**src/rtl/axi_lite_master_interface.sv**
```systemverilog
// axi_lite_master_interface: user command to AXI4-Lite master bridge, one command in flight
//
// Ports:
//   ACLK, ARESETN            clock, synchronous active-low reset
//   cmd_valid/cmd_ready      command handshake; cmd_write selects write (1) or read (0)
//   cmd_addr/wdata/wstrb     command payload (wdata/wstrb ignored for reads)
//   resp_valid/resp_ready    response handshake
//   resp_write/rdata/resp    response kind, read data (0 for writes), BRESP/RRESP
//   M_AXI_AW*/W*/B*/AR*/R*   AXI4-Lite master channels, all outputs registered
module axi_lite_master_interface #(
    parameter int C_M_AXI_ADDR_WIDTH = 32,
    parameter int C_M_AXI_DATA_WIDTH = 32
) (
    input  logic                              ACLK,
    input  logic                              ARESETN,
    input  logic                              cmd_valid,
    output logic                              cmd_ready,
    input  logic                              cmd_write,
    input  logic [C_M_AXI_ADDR_WIDTH-1:0]     cmd_addr,
    input  logic [C_M_AXI_DATA_WIDTH-1:0]     cmd_wdata,
    input  logic [C_M_AXI_DATA_WIDTH/8-1:0]   cmd_wstrb,
    output logic                              resp_valid,
    input  logic                              resp_ready,
    output logic                              resp_write,
    output logic [C_M_AXI_DATA_WIDTH-1:0]     resp_rdata,
    output logic [1:0]                        resp_resp,
    output logic [C_M_AXI_ADDR_WIDTH-1:0]     M_AXI_AWADDR,
    output logic [2:0]                        M_AXI_AWPROT,
    output logic                              M_AXI_AWVALID,
    input  logic                              M_AXI_AWREADY,
    output logic [C_M_AXI_DATA_WIDTH-1:0]     M_AXI_WDATA,
    output logic [C_M_AXI_DATA_WIDTH/8-1:0]   M_AXI_WSTRB,
    output logic                              M_AXI_WVALID,
    input  logic                              M_AXI_WREADY,
    input  logic [1:0]                        M_AXI_BRESP,
    input  logic                              M_AXI_BVALID,
    output logic                              M_AXI_BREADY,
    output logic [C_M_AXI_ADDR_WIDTH-1:0]     M_AXI_ARADDR,
    output logic [2:0]                        M_AXI_ARPROT,
    output logic                              M_AXI_ARVALID,
    input  logic                              M_AXI_ARREADY,
    input  logic [C_M_AXI_DATA_WIDTH-1:0]     M_AXI_RDATA,
    input  logic [1:0]                        M_AXI_RRESP,
    input  logic                              M_AXI_RVALID,
    output logic                              M_AXI_RREADY
);
    typedef enum logic [2:0] {IDLE, WR, WB, RA, RD, RESP} state_t;
    state_t state, state_next;
    logic aw_done, w_done;

    assign M_AXI_AWPROT = 3'b000;
    assign M_AXI_ARPROT = 3'b000;
    assign cmd_ready    = (state == IDLE);
    // AW and W finish independently; a dropped VALID means that channel is done
    assign aw_done      = !M_AXI_AWVALID || M_AXI_AWREADY;
    assign w_done       = !M_AXI_WVALID || M_AXI_WREADY;

    always_ff @(posedge ACLK) begin
        if (!ARESETN) state <= IDLE;
        else state <= state_next;
    end

    always_comb begin
        state_next = state;
        case (state)
            IDLE:    if (cmd_valid) state_next = cmd_write ? WR : RA;
            WR:      if (aw_done && w_done) state_next = WB;
            WB:      if (M_AXI_BVALID) state_next = RESP;
            RA:      if (M_AXI_ARREADY) state_next = RD;
            RD:      if (M_AXI_RVALID) state_next = RESP;
            RESP:    if (resp_ready) state_next = IDLE;
            default: state_next = IDLE;
        endcase
    end

    // Level-type outputs are registered copies of the next state so they line up with it
    always_ff @(posedge ACLK) begin
        if (!ARESETN) begin
            M_AXI_AWVALID <= 1'b0;
            M_AXI_WVALID  <= 1'b0;
            M_AXI_ARVALID <= 1'b0;
            M_AXI_BREADY  <= 1'b0;
            M_AXI_RREADY  <= 1'b0;
            resp_valid    <= 1'b0;
            resp_write    <= 1'b0;
            resp_rdata    <= '0;
            resp_resp     <= 2'b00;
            M_AXI_AWADDR  <= '0;
            M_AXI_WDATA   <= '0;
            M_AXI_WSTRB   <= '0;
            M_AXI_ARADDR  <= '0;
        end else begin
            M_AXI_ARVALID <= (state_next == RA);
            M_AXI_BREADY  <= (state_next == WB);
            M_AXI_RREADY  <= (state_next == RD);
            resp_valid    <= (state_next == RESP);
            if (state == IDLE && cmd_valid) begin
                if (cmd_write) begin
                    M_AXI_AWADDR  <= cmd_addr;
                    M_AXI_WDATA   <= cmd_wdata;
                    M_AXI_WSTRB   <= cmd_wstrb;
                    M_AXI_AWVALID <= 1'b1;
                    M_AXI_WVALID  <= 1'b1;
                end else begin
                    M_AXI_ARADDR <= cmd_addr;
                end
            end
            if (state == WR) begin
                if (M_AXI_AWREADY) M_AXI_AWVALID <= 1'b0;
                if (M_AXI_WREADY) M_AXI_WVALID <= 1'b0;
            end
            if (state == WB && M_AXI_BVALID) begin
                resp_write <= 1'b1;
                resp_rdata <= '0;
                resp_resp  <= M_AXI_BRESP;
            end
            if (state == RD && M_AXI_RVALID) begin
                resp_write <= 1'b0;
                resp_rdata <= M_AXI_RDATA;
                resp_resp  <= M_AXI_RRESP;
            end
        end
    end
endmodule

```
**config.mk**
```make
export PLATFORM = sky130hd
export DESIGN_NAME = axi_lite_master_interface
export DESIGN_NICKNAME = d
export VERILOG_FILES = /design/src/rtl/axi_lite_master_interface.sv
export SDC_FILE = /design/constraint.sdc
export NUM_CORES = 1
export LEC_CHECK = 0
export CORE_ASPECT_RATIO = 0.7
export CORE_UTILIZATION = 38
export CTS_BUF_LIST = sky130_fd_sc_hd__clkbuf_8
export DETAILED_ROUTE_END_ITERATION = 8
export HOLD_SLACK_MARGIN = 0.02
export PLACE_DENSITY_LB_ADDON = 0.08
export RECOVER_POWER = 100
export SLEW_MARGIN = 15
export SYNTH_ARGS = -nofsm -noshare
export SYNTH_HDL_FRONTEND = slang
export SYNTH_SLANG_ARGS = --single-unit
```
**constraint.sdc**
```tcl
create_clock -name ACLK -period 1.8 [get_ports ACLK]
set_clock_uncertainty 0.1 [all_clocks]
set_input_delay 0.54 -clock ACLK [delete_from_list [all_inputs] [get_ports ACLK]]
set_output_delay 0.54 -clock ACLK [all_outputs]
set_load 0.05 [all_outputs]
```
==> flow_metrics.env, run 1 <==
export IMPL_ios=262
export IMPL_mostFrequentLayoutCells="203 x nand2_1, 151 x buf_12, 141 x dfxtp_1"
export IMPL_synth_fa_ha_area_share_pct=0
export IMPL_syn2layout_area_growth_pct=85.5
export IMPL_core_area_sq_mm=0.0140
export IMPL_first_global_vias=5043
export IMPL_synth_top_family_by_area="compound AO/OA/AOI/OAI gates"
export IMPL_hp_class="primary input to register"
export IMPL_synth_distinct_cells=36
export IMPL_path_max_fanout=4
export IMPL_placed_cells=1030
export IMPL_pre_cts_ws_ps=-500
export IMPL_final_cells=1067
export IMPL_via_count=5107
export IMPL_cts_tree="built"
export IMPL_grt_overflow_total=0
export IMPL_nets=977
export IMPL_violations="negative setup slack"
export IMPL_grt_use_total_pct=22.4
export IMPL_path_class="register to output port"
export IMPL_routedWlPerCell_um=15.5
export IMPL_place_hpwl_um=12100
export IMPL_dieArea_sq_mm=0.0149
export IMPL_synth_top_cell_area_share_pct=52.6
export IMPL_worstPathArrival_ps=1260
export IMPL_ant_nets=0
export IMPL_h_tree_depth=4
export IMPL_start_kind="register"
export IMPL_cts_max_path_buffers=2
export IMPL_fmax_mhz=528
export IMPL_die_h_um=103
export IMPL_cp_slowest_cell="dfxtp_4"
export IMPL_initialDrtViolationCount=215
export IMPL_nFillCells=970
export IMPL_num_rows=36
export IMPL_wl_um=16600
export IMPL_setup_ws_ps=-95.1
export IMPL_maxSlewViolCount=0
export IMPL_avgSynthCellArea_sq_um=8.93
export IMPL_status="complete, but fails checks"
export IMPL_insertion_delay_ps=440
export IMPL_setup_violations=1
export IMPL_period_minus_slack_ps=1900
export IMPL_p_leak_nw=3.84
export IMPL_vdd_ir_drop_max_v=0.000694
export IMPL_vias_per_cell=4.79
export IMPL_dieWidth_um=146
export IMPL_powerDensity_mw_per_mm2=886
export IMPL_antenna_found_initial=0
export IMPL_hold_viol_final=0
export IMPL_ys_warn_count=0
export IMPL_totalPowerFinal_mw=9.01
export IMPL_clkTransAtPathRegs_ps=80
export IMPL_layout_cells_most_common="nand2_1"
export IMPL_seq_area_frac_synth_pct=52.6
export IMPL_grt_max_degree=73
export IMPL_cts_buffers=17
export IMPL_portBuffers=255
export IMPL_max_stage_delay_ps=370
export IMPL_clkSinkCount=144
export IMPL_gp_congestion=0.831
export IMPL_drive_above_1_share_pct=24.5
export IMPL_syn_inst=614
export IMPL_fin_crit_sh_pct=105
export IMPL_cp_end_kind="output port"
export IMPL_crit_required_ps=1160
export IMPL_synth_xor_area_share_pct=0
export IMPL_yosys_area_top_type="dfxtp_1"
export IMPL_drc=0
export IMPL_grt_pass1_wl_um=25600
export IMPL_postCtsHoldBufs=0
export IMPL_path_cells="nor3_4 -> buf_6 -> buf_12"
export IMPL_netlist_top_cells_area="dfxtp_1 53%, nand2_1 14%, a21boi_1 14%"
export IMPL_synth_mux_area_share_pct=0.799
export IMPL_synth_simple_area_share_pct=20.7
export IMPL_synthesis_area_sq_mm=0.00548
export IMPL_rsz0062_at_grt="true"
export IMPL_cts_root_buf="clkbuf_8"
export IMPL_synth_compound_area_share_pct=20.8
export IMPL_drv_cap=0
export IMPL_ys_ff_latch=144
export IMPL_initial_core_util_pct=39.1
export IMPL_drt_pass1_iterations=4
## cell type report
class | instances | area [sq um] | area share (%)
antenna | 1 | 2.50 | 0.0246
sequential | 144 | 2890 | 28.4
clock buffer | 20 | 275 | 2.71
tap | 190 | 238 | 2.34
inverter | 6 | 22.5 | 0.221
timing repair buffer | 278 | 4260 | 41.9
clock inverter | 12 | 133 | 1.30
multi-input combinational | 416 | 2350 | 23.1
## timing repair
action / in CTS / in global routing
setup buffers: 3 / 2
gates resized for setup: 7 / 3
endpoints found under the setup margin: 3 / 1
pin swaps: 2 / 1
## cells in the mapped netlist
master and instances:
a21boi_0 2, a21boi_1 99, a21o_1 1, a21oi_1 3
a22o_1 1, a22oi_1 32, a31o_2 2, a31oi_1 2
and3_1 1, and3b_1 1, buf_2 21, buf_4 7
buf_6 1, clkbuf_1 24, conb_1 1, dfxtp_1 144
inv_1 6, mux2_1 2, mux2_2 1, mux2i_1 1
nand2_1 203, nand2b_1 3, nand3_1 1, nand3b_1 4
nor2_1 2, nor2b_1 35, nor3_1 1, nor3_2 2
nor3b_1 2, nor4b_4 1, o211a_1 2, o211ai_1 1
o211ai_2 1, o221a_2 2, o32ai_2 1, or3b_4 1
## metrics by stage
stage / utilization [%] / TNS (ps) / area (sq um) / hold slack, ps
final: 72.6 / -95.1 / 10200 / 328
after global routing: 72.6 / -160 / 10200 / 295
after CTS: 72.5 / -181 / 10200 / 303
after detailed placement: 69.4 / -32110 / 9720 / 382
after global placement: 69.4 / -23000 / 9720 / 378
after floorplan: - / -406 / 5520 / 570
## state kept, by name (all words and copies together) (netlist names), 2 cells and up
signal and count:
state 3, resp_resp 2, M_AXI_WSTRB 4, M_AXI_AWADDR 32
resp_rdata 32, M_AXI_WDATA 32, M_AXI_ARADDR 32
## critical path: cells and delay by family, from the launching register on
| kind | cells | cell delay, ps |
|---|---|---|
| flops | 1 | 370 |
| buf+inv | 2 | 260 |
| simple gates | 1 | 190 |
## worst paths after layout
| check | start | end | slack [ps] | cells after the start |
|---|---|---|---|---|
| hold reg to reg | M_AXI_WDATA[17] | M_AXI_WDATA[17] | 390 | 2 |
| setup / recovery | state[1] | cmd_ready | -100 | 3 |
| setup reg to reg | state[1] | M_AXI_AWADDR[0] | 90 | 7 |
| hold / removal | ARESETN | state[0] | 330 | 2 |
## kinds of logic (layout without fill, tap and decap cells)
family | Yosys count | in the layout
other cells | 1 | 7
mux | 4 | 4
flops | 144 | 144
compound gates | 149 | 149
simple gates | 257 | 257
buf+inv | 59 | 316
## routing by layer
metal	up-vias	global-route usage (%)	wire length, um
met5	-	0	0
met4	0	9.23	312
met3	25	8.50	1390
met2	185	37.9	8120
met1	2379	25.8	6750
li1	2518	-	-
## report_power, final
| part | leakage, nW | switching, mW | internal [mW] |
|---|---|---|---|
| combinational | 2.46 | 1.42 | 1.36 |
| clock | 0.207 | 1.25 | 1.35 |
| sequential | 1.17 | 0.225 | 3.40 |
(Power assumes the default switching activity.)
==> run 2, diff against run 1 <==
--- a/config.mk
+++ b/config.mk
@@ -5,6 +5,7 @@
 export SDC_FILE = /design/constraint.sdc
 export NUM_CORES = 1
 export LEC_CHECK = 0
+export CAP_MARGIN = 20
 export CORE_ASPECT_RATIO = 0.7
 export CORE_UTILIZATION = 38
 export CTS_BUF_LIST = sky130_fd_sc_hd__clkbuf_8
==> results of run 2 <==
Same layout as run 1: the final DEF is identical, and so are final timing and power.
==> run 3, diff against run 2 <==
--- a/config.mk
+++ b/config.mk
@@ -9,11 +9,11 @@
 export CORE_ASPECT_RATIO = 0.7
 export CORE_UTILIZATION = 38
 export CTS_BUF_LIST = sky130_fd_sc_hd__clkbuf_8
+export CTS_CLUSTER_DIAMETER = 150
 export DETAILED_ROUTE_END_ITERATION = 8
 export HOLD_SLACK_MARGIN = 0.02
 export PLACE_DENSITY_LB_ADDON = 0.08
 export RECOVER_POWER = 100
-export SLEW_MARGIN = 15
 export SYNTH_ARGS = -nofsm -noshare
 export SYNTH_HDL_FRONTEND = slang
 export SYNTH_SLANG_ARGS = --single-unit
==> results of run 3 <==
Same layout as run 1: the final DEF is identical, and so are final timing and power.
